--- src/rtl/select_encode_seq.sv ---
// select_encode_seq: latches the IR, decodes Ra/Rb/Rc into a registered selection
// and drives one-hot register enables, sign-extended C and an operand-step FSM.
`default_nettype none

module select_encode_seq #(
   parameter int NREGS  = 16,
   parameter int RSEL_W = 4,
   parameter int IR_W   = 32,
   parameter int OPC_W  = 5,
   parameter int C_W    = 19,
   parameter int DATA_W = 32
) (
   input  logic              clock,
   input  logic              clear,
   input  logic [IR_W-1:0]   ir_in,
   input  logic              ir_load,
   input  logic              gra,
   input  logic              grb,
   input  logic              grc,
   input  logic              seq_start,
   input  logic              seq_step,
   input  logic              rin,
   input  logic              rout,
   input  logic              baout,
   output logic [NREGS-1:0]  r_in,
   output logic [NREGS-1:0]  r_out,
   output logic              ba_zero,
   output logic [OPC_W-1:0]  opcode,
   output logic [DATA_W-1:0] c_sign_e,
   output logic [RSEL_W-1:0] sel_idx,
   output logic              sel_valid,
   output logic              seq_busy,
   output logic              gr_conflict
);

   localparam int RA_MSB = IR_W - OPC_W - 1;

   typedef enum logic [1:0] {S_IDLE, S_OPA, S_OPB, S_OPC} state_t;

   state_t            state_q, state_d;
   logic [IR_W-1:0]   ir_q, ir_d;
   logic [RSEL_W-1:0] sel_idx_q, sel_idx_d;
   logic              sel_valid_q, sel_valid_d;
   logic              conflict_q, conflict_d;

   logic [RSEL_W-1:0] ra, rb, rc;
   logic              multi_gr;

   assign ra       = ir_q[RA_MSB -: RSEL_W];
   assign rb       = ir_q[RA_MSB - RSEL_W -: RSEL_W];
   assign rc       = ir_q[RA_MSB - 2*RSEL_W -: RSEL_W];
   assign multi_gr = (gra & grb) | (gra & grc) | (grb & grc);

   always_ff @(posedge clock or negedge clear) begin
      if (!clear) begin
         state_q     <= S_IDLE;
         ir_q        <= '0;
         sel_idx_q   <= '0;
         sel_valid_q <= 1'b0;
         conflict_q  <= 1'b0;
      end else begin
         state_q     <= state_d;
         ir_q        <= ir_d;
         sel_idx_q   <= sel_idx_d;
         sel_valid_q <= sel_valid_d;
         conflict_q  <= conflict_d;
      end
   end

   always_comb begin
      state_d     = state_q;
      ir_d        = ir_q;
      sel_idx_d   = sel_idx_q;
      sel_valid_d = sel_valid_q;
      conflict_d  = conflict_q;
      if (ir_load) begin
         ir_d        = ir_in;
         state_d     = S_IDLE;
         sel_valid_d = 1'b0;
         conflict_d  = 1'b0;
      end else begin
         case (state_q)
            S_IDLE: begin
               // Conflict is flagged even when seq_start takes the edge.
               if (multi_gr) conflict_d = 1'b1;
               if (seq_start) begin
                  state_d     = S_OPA;
                  sel_idx_d   = ra;
                  sel_valid_d = 1'b1;
               end else if (gra) begin
                  sel_idx_d   = ra;
                  sel_valid_d = 1'b1;
               end else if (grb) begin
                  sel_idx_d   = rb;
                  sel_valid_d = 1'b1;
               end else if (grc) begin
                  sel_idx_d   = rc;
                  sel_valid_d = 1'b1;
               end
            end
            S_OPA: if (seq_step) begin
               state_d   = S_OPB;
               sel_idx_d = rb;
            end
            S_OPB: if (seq_step) begin
               state_d   = S_OPC;
               sel_idx_d = rc;
            end
            default: if (seq_step) begin
               state_d     = S_IDLE;
               sel_valid_d = 1'b0;
            end
         endcase
      end
   end

   for (genvar k = 0; k < NREGS; k++) begin : g_onehot
      logic hit;
      assign hit      = sel_valid_q & (sel_idx_q == RSEL_W'(k));
      assign r_in[k]  = hit & rin;
      assign r_out[k] = hit & (rout | (baout & (k != 0)));
   end

   assign ba_zero     = sel_valid_q & baout & (sel_idx_q == '0);
   assign opcode      = ir_q[IR_W-1 -: OPC_W];
   assign c_sign_e    = {{(DATA_W-C_W){ir_q[C_W-1]}}, ir_q[C_W-1:0]};
   assign sel_idx     = sel_idx_q;
   assign sel_valid   = sel_valid_q;
   assign seq_busy    = (state_q != S_IDLE);
   assign gr_conflict = conflict_q;

endmodule

`default_nettype wire

--- config.mk ---
export PLATFORM = sky130hd
export DESIGN_NAME = select_encode_seq
export DESIGN_NICKNAME = d
export VERILOG_FILES = /design/src/rtl/select_encode_seq.sv
export SDC_FILE = /design/constraint.sdc
export NUM_CORES = 1
export LEC_CHECK = 0
export ABC_AREA = 1
export CORE_AREA = 2 2 66 99
export CTS_BUF_LIST = sky130_fd_sc_hd__clkbuf_8
export CTS_CLUSTER_DIAMETER = 40
export CTS_CLUSTER_SIZE = 16
export DETAILED_ROUTE_END_ITERATION = 10
export DIE_AREA = 0 0 68 101
export PLACE_DENSITY = 0.88
export SYNTH_ARGS = -nofsm -noshare
export SYNTH_HDL_FRONTEND = slang
export SYNTH_SLANG_ARGS = --single-unit
--- constraint.sdc ---
create_clock -name clock -period 1.7 [get_ports clock]
set_input_delay 0.425 -clock clock [delete_from_list [all_inputs] [get_ports clock]]
set_output_delay 0.425 -clock clock [all_outputs]
set_load 0.01 [all_outputs]
==> results of run 1 <==
final cells by class:
class / count / area, sq um
Clock buffer: 6 / 82.6
Clock inverter: 2 / 38.8
Fill cell: 530 / 2210
Inverter: 31 / 131
Multi-Input combinational cell: 217 / 1190
Sequential cell: 40 / 1010
Tap cell: 74 / 92.6
Timing Repair Buffer: 153 / 1280
logic make-up after synthesis:
logic type	Yosys count
buf+inv	79
fa+ha+maj	6
compound gates	21
simple gates	190
flops	40
critical path: cells and delay by family, from the launching register on:
| family | cells | cell delay [ns] |
|---|---|---|
| buffers and inverters | 2 | 0.28 |
| DFF | 1 | 0.44 |
| and+or+nand+nor | 3 | 0.48 |
final timing paths:
path	start	endpoint	slack [ns]	cells after the start
setup / recovery	sel_idx[1]$_DFFE_PN0P_	r_out[12]	-0.21	5
hold / removal	clear	ir_q[10]$_DFFE_PN0P_	0.18	2
setup reg to reg	state_q[0]$_DFFE_PN0P_	sel_idx[1]$_DFFE_PN0P_	0.18	9
hold reg to reg	ir_q[9]$_DFFE_PN0P_	ir_q[9]$_DFFE_PN0P_	0.48	2
max in group asynchronous	clear	ir_q[18]$_DFFE_PN0P_	1.14	2
min in group clock	ir_q[9]$_DFFE_PN0P_	ir_q[9]$_DFFE_PN0P_	0.48	2
sequential cells by signal, indices dropped and copies added (netlist names):
name / flops
gr_conflict: 1
ir_q: 32
sel_idx: 4
sel_valid: 1
state_q: 2
through the flow:
stage               cells  instance area [sq um]  hold slack, ns  power (mW)
finish                523                   3830           0.183        4.29
global route          523                   3830           0.212        4.60
CTS                   516                   3720           0.198        4.08
detailed placement    501                   3540           0.462        3.02
global placement      501                   3540           0.456        2.96
floorplan             336                   2450           0.129        2.18
cells in the mapped netlist:
library cell	count
nor3_1	18
nand2_2	1
a22oi_1	1
nor2_4	2
inv_2	2
nand3_2	1
buf_4	39
dfrtp_1	40
o21bai_1	1
clkbuf_1	2
buf_2	7
a21oi_1	1
nand4_1	2
inv_4	1
nor2_8	1
nand2_1	117
o21ai_0	18
nand3_1	15
nor2_1	30
nor3_2	1
inv_1	28
nor2_2	2
ha_1	6
where the power goes:
group / total, mW / internal (mW) / leakage, nW / switching (mW)
clock: 0.808 / 0.480 / 0.0614 / 0.328
sequential: 1.26 / 1.11 / 0.485 / 0.155
combinational: 2.21 / 1.02 / 1.47 / 1.19
total: 4.29 / 2.61 / 2.02 / 1.68
routing by layer:
layer,vias up,global-route usage,share of wire
li1,1226,-,-
met3,13,0.0391,0.066
met1,1153,0.190,0.35
met4,0,0.0692,0.015
met2,98,0.404,0.57
met5,-,0,0
timing repair:
action | 4_1_cts | 5_1_grt
endpoints found under the setup margin | 53 | 38
buffers inserted | 7 | 7
gates cloned | 0 | 0
pin swaps | 13 | 12
resized for setup | 215 | 18
==> impl_metrics.env, run 1 <==
export IMPL_outcome="finished, violations left"
export IMPL_violations="negative setup slack"
export IMPL_syn_nets=385
export IMPL_skew_ns=0.00498
export IMPL_drt_initial_drc_count=64
export IMPL_layout_commonest_cell="nand2_1"
export IMPL_cts_clk_slew_worst_paths_ns=0.08
export IMPL_insertion_delay_ns=0.29
export IMPL_diodes=0
export IMPL_drv_slew=0
export IMPL_overflow=0
export IMPL_synthCells=336
export IMPL_drc=0
export IMPL_drtPass1Iterations=4
export IMPL_critPathCaptureType="output port"
export IMPL_num_rows=35
export IMPL_powerDensity_mw_per_mm2=1120
export IMPL_cts_tree="yes"
export IMPL_yosys_area_share_simple=0.331
export IMPL_min_path_type="input pin to asynchronous set/reset pin"
export IMPL_preCtsSetupSlack_ns=-0.991
export IMPL_final_nets=497
export IMPL_vias_per_cell=4.76
export IMPL_cpMaxStageDelayCell="dfrtp_2"
export IMPL_coreArea_sq_mm=0.00604
export IMPL_vdd_ir_drop_max_mv=0.732
export IMPL_synth_area_leaders="dfrtp_1 41%, nand2_1 18%, buf_4 12%, nor2_1 4.6%, inv_1 4.3%"
export IMPL_routed_wl_mm=6.92
export IMPL_slew_headroom=0.664
export IMPL_clockBufferDepth=2
export IMPL_ys_types=23
export IMPL_synthDominantCellAreaShare=0.408
export IMPL_leakage_nw=2.02
export IMPL_max_freq_ghz=0.522
export IMPL_initial_core_util=0.406
export IMPL_rsz0062_at_grt="yes"
export IMPL_io_pins=120
export IMPL_holdBufCountCts=0
export IMPL_die_area_sq_mm=0.00687
export IMPL_drive_gt1_frac=0.298
export IMPL_syn2layout_area_growth_pct=56.3
export IMPL_synthXorXnorAreaFrac=0
export IMPL_ant_nets=0
export IMPL_ys_ff_latch=40
export IMPL_fin_ws_ns=-0.214
export IMPL_mostFrequentLayoutCells="108 x nand2_1, 59 x clkdlybuf4s50_1, 35 x dfrtp_1, 35 x buf_2, 27 x buf_4"
export IMPL_max_stage_delay_ns=0.44
export IMPL_syn_cell_area_sq_mm=0.00245
export IMPL_setup_violations_final=33
export IMPL_crit_type="flop to output port"
export IMPL_syn_avg_cell_area_sq_um=7.29
export IMPL_fp_dieH_um=101
export IMPL_clock_sinks=40
export IMPL_fin_util=0.634
export IMPL_htreeDepth=2
export IMPL_crit_required_ns=1.27
export IMPL_fin_crit_sh=1.13
export IMPL_synth_top_family_by_area="simple AND/OR/NAND/NOR gates"
export IMPL_critPathLaunchType="flop"
export IMPL_seq_area_frac_synth=0.408
export IMPL_avgRoutedWirePerCell_um=13.2
export IMPL_yosysTopAreaCell="dfrtp_1"
export IMPL_grt_pass1_wl_mm=10.7
export IMPL_hold_viol_final=0
export IMPL_io_buffers=119
export IMPL_synth_compound_area_frac=0.0449
export IMPL_path_cells="buf_6 -> nor2_4 -> nand4_1 -> nor2_1 -> buf_2"
export IMPL_max_slew_worst_pin_slew_ns=0.505
export IMPL_worst_path_max_fanout=4
export IMPL_post_route_min_period_ns=1.91
export IMPL_grt_pass1_vias=2423
export IMPL_routabilityCongestion=0.899
export IMPL_worstPathArrival_ns=1.49
export IMPL_vias=2490
export IMPL_grtUsageTotal=0.201
export IMPL_cts_root_buffer="clkbuf_8"
export IMPL_fin_tns_setup_ns=-3.17
export IMPL_synth_mux_area_fraction=0
export IMPL_numCtsBuffers=5
export IMPL_antenna_found_initial=0
export IMPL_grt_max_degree=41
export IMPL_ys_warn_count=0
export IMPL_die_w_um=68
export IMPL_place_hpwl_mm=4.92
export IMPL_cap_violations=0
export IMPL_synth_fa_ha_area_frac=0.0306
(Power assumes the default switching activity.)
==> run 2: changes to the inputs <==
CORE_AREA = 2 2 67 100   (was 2 2 66 99)
CTS_BUF_LIST = unset   (was sky130_fd_sc_hd__clkbuf_8)
DIE_AREA = 0 0 69 102   (was 0 0 68 101)
PLACE_DENSITY = 0.86   (was 0.88)
SLEW_MARGIN = 20   (was unset)
==> impl_metrics.env, run 2 (same netlist as run 1, synthesis figures left out) <==
export IMPL_outcome="finished, violations left"
export IMPL_violations="negative setup slack"
export IMPL_cts_root_buffer="clkbuf_8"
export IMPL_fp_dieH_um=102
export IMPL_crit_required_ns=1.27
export IMPL_clock_sinks=40
export IMPL_min_path_type="input pin to asynchronous set/reset pin"
export IMPL_hold_viol_final=0
export IMPL_skew_ns=0.00625
export IMPL_clockBufferDepth=2
export IMPL_critPathLaunchType="flop"
export IMPL_layout_commonest_cell="nand2_1"
export IMPL_worstPathArrival_ns=1.44
export IMPL_vdd_ir_drop_max_mv=0.611
export IMPL_fin_tns_setup_ns=-3.53
export IMPL_numCtsBuffers=5
export IMPL_drt_initial_drc_count=40
export IMPL_grt_pass1_vias=2548
export IMPL_fin_ws_ns=-0.168
export IMPL_critPathCaptureType="output port"
export IMPL_setup_violations_final=32
export IMPL_power_switching_mw=1.78
export IMPL_die_area_sq_mm=0.00704
export IMPL_top_register="ir_q"
export IMPL_mostFrequentLayoutCells="107 x nand2_1, 60 x clkdlybuf4s50_1, 37 x buf_4, 36 x dfrtp_1, 35 x buf_2"
export IMPL_drc=0
export IMPL_cts_tree="yes"
export IMPL_cts_clk_slew_worst_paths_ns=0.09
export IMPL_vias=2550
export IMPL_rsz0062_at_grt="yes"
export IMPL_r2r_cells=6
export IMPL_place_hpwl_mm=4.91
export IMPL_routabilityCongestion=0.868
export IMPL_routed_wl_mm=7.14
export IMPL_vias_per_cell=4.73
export IMPL_p_clk_frac=0.150
export IMPL_grt_max_degree=41
export IMPL_crit_type="flop to output port"
export IMPL_num_rows=35
export IMPL_finalPower_mw=4.44
export IMPL_worst_path_max_fanout=6
export IMPL_die_w_um=69
export IMPL_leakage_nw=2.11
export IMPL_io_pins=120
export IMPL_initial_core_util=0.400
export IMPL_grtUsageTotal=0.199
export IMPL_fin_crit_sh=1.10
export IMPL_drv_slew=0
export IMPL_largest_reg_flops=32
export IMPL_slew_headroom=0.666
export IMPL_grt_pass1_wl_mm=11.5
export IMPL_drtPass1Iterations=6
export IMPL_overflow=0
export IMPL_syn2layout_area_growth_pct=62.9
export IMPL_ant_nets=0
export IMPL_coreArea_sq_mm=0.00613
export IMPL_drive_gt1_frac=0.329
export IMPL_insertion_delay_ns=0.29
export IMPL_max_freq_ghz=0.535
export IMPL_seqPwrFrac=0.276
export IMPL_preCtsSetupSlack_ns=-0.953
export IMPL_max_slew_worst_pin_slew_ns=0.501
export IMPL_p_int_mw=2.66
export IMPL_htreeDepth=2
export IMPL_cap_violations=0
export IMPL_post_route_min_period_ns=1.87
export IMPL_powerDensity_mw_per_mm2=1110
export IMPL_diodes=0
export IMPL_final_nets=513
export IMPL_swShare=0.401
export IMPL_antenna_found_initial=0
export IMPL_io_buffers=119
export IMPL_avgRoutedWirePerCell_um=13.2
export IMPL_p_comb_frac=0.574
==> run 2: cell count changes in the layout (fill, tap and decap cells not counted), sizes merged <==
cell and change:
bufinv -1, inv -1, clkdlybuf4s50 +1, clkdlybuf4s15 -1, buf +16, clkinvlp +2
==> run 2: area by class of cell <==
class / instances / area, sq um
Fill cell: 518 / 2140
Tap cell: 74 / 92.6
Clock inverter: 2 / 15.0
Timing Repair Buffer: 169 / 1430
Multi-Input combinational cell: 217 / 1240
Sequential cell: 40 / 1010
Clock buffer: 6 / 82.6
Inverter: 31 / 136
==> run 2: power by group through the flow <==
stage	Combinational (mW)	Clock (mW)	Sequential [mW]
detailed placement	1.80	0	1.24
finish	2.55	0.668	1.22
floorplan	0.913	0	1.27
global placement	1.76	0	1.23
global route	2.75	0.732	1.24
CTS	2.21	0.690	1.23
==> run 2: what timing repair did <==
action	4_1_cts	5_1_grt
hold buffers	0	0
setup endpoints to repair	53	36
cloned	0	0
resized for setup	227	23
pin swaps	13	14
setup buffers	16	13
==> run 2: per-layer routing <==
| metal | up-vias | global-route usage | wire, um |
|---|---|---|---|
| met5 | - | 0 | 0 |
| met3 | 12 | 0.0394 | 479 |
| li1 | 1261 | - | - |
| met4 | 0 | 0.0709 | 148 |
| met1 | 1169 | 0.203 | 2500 |
| met2 | 108 | 0.396 | 4010 |
==> run 2: path summary, 6_finish.rpt <==
check                                         endpoint              startpoint  slack [ns]
worst max-delay path                           r_in[5]  sel_idx[3]$_DFFE_PN0P_       -0.17
worst min-delay path              ir_q[17]$_DFFE_PN0P_                   clear        0.18
worst max register to register  state_q[0]$_DFFE_PN0P_  state_q[0]$_DFFE_PN0P_        0.14
worst min register to register    ir_q[11]$_DFFE_PN0P_    ir_q[11]$_DFFE_PN0P_        0.48
max in group asynchronous       sel_idx[3]$_DFFE_PN0P_                   clear        1.14
min in group clock                ir_q[11]$_DFFE_PN0P_    ir_q[11]$_DFFE_PN0P_        0.48
==> run 2: per-stage QoR <==
stage | hold WS [ns] | std cells | utilization | area, sq um
after floorplan | 0.129 | 336 | - | 2450
after global placement | 0.456 | 503 | 0.583 | 3570
after detailed placement | 0.457 | 503 | 0.583 | 3570
after CTS | 0.195 | 526 | 0.623 | 3820
after global routing | 0.224 | 539 | 0.651 | 3990
final | 0.181 | 539 | 0.651 | 3990
==> run 2: worst max-delay path, stage by stage (launching register included) <==
cell,delay (ns)
dfrtp_2,0.44
buf_4,0.16
nor2_4,0.11
clkinv_4,0.11
nor3_2,0.18
buf_2,0.16
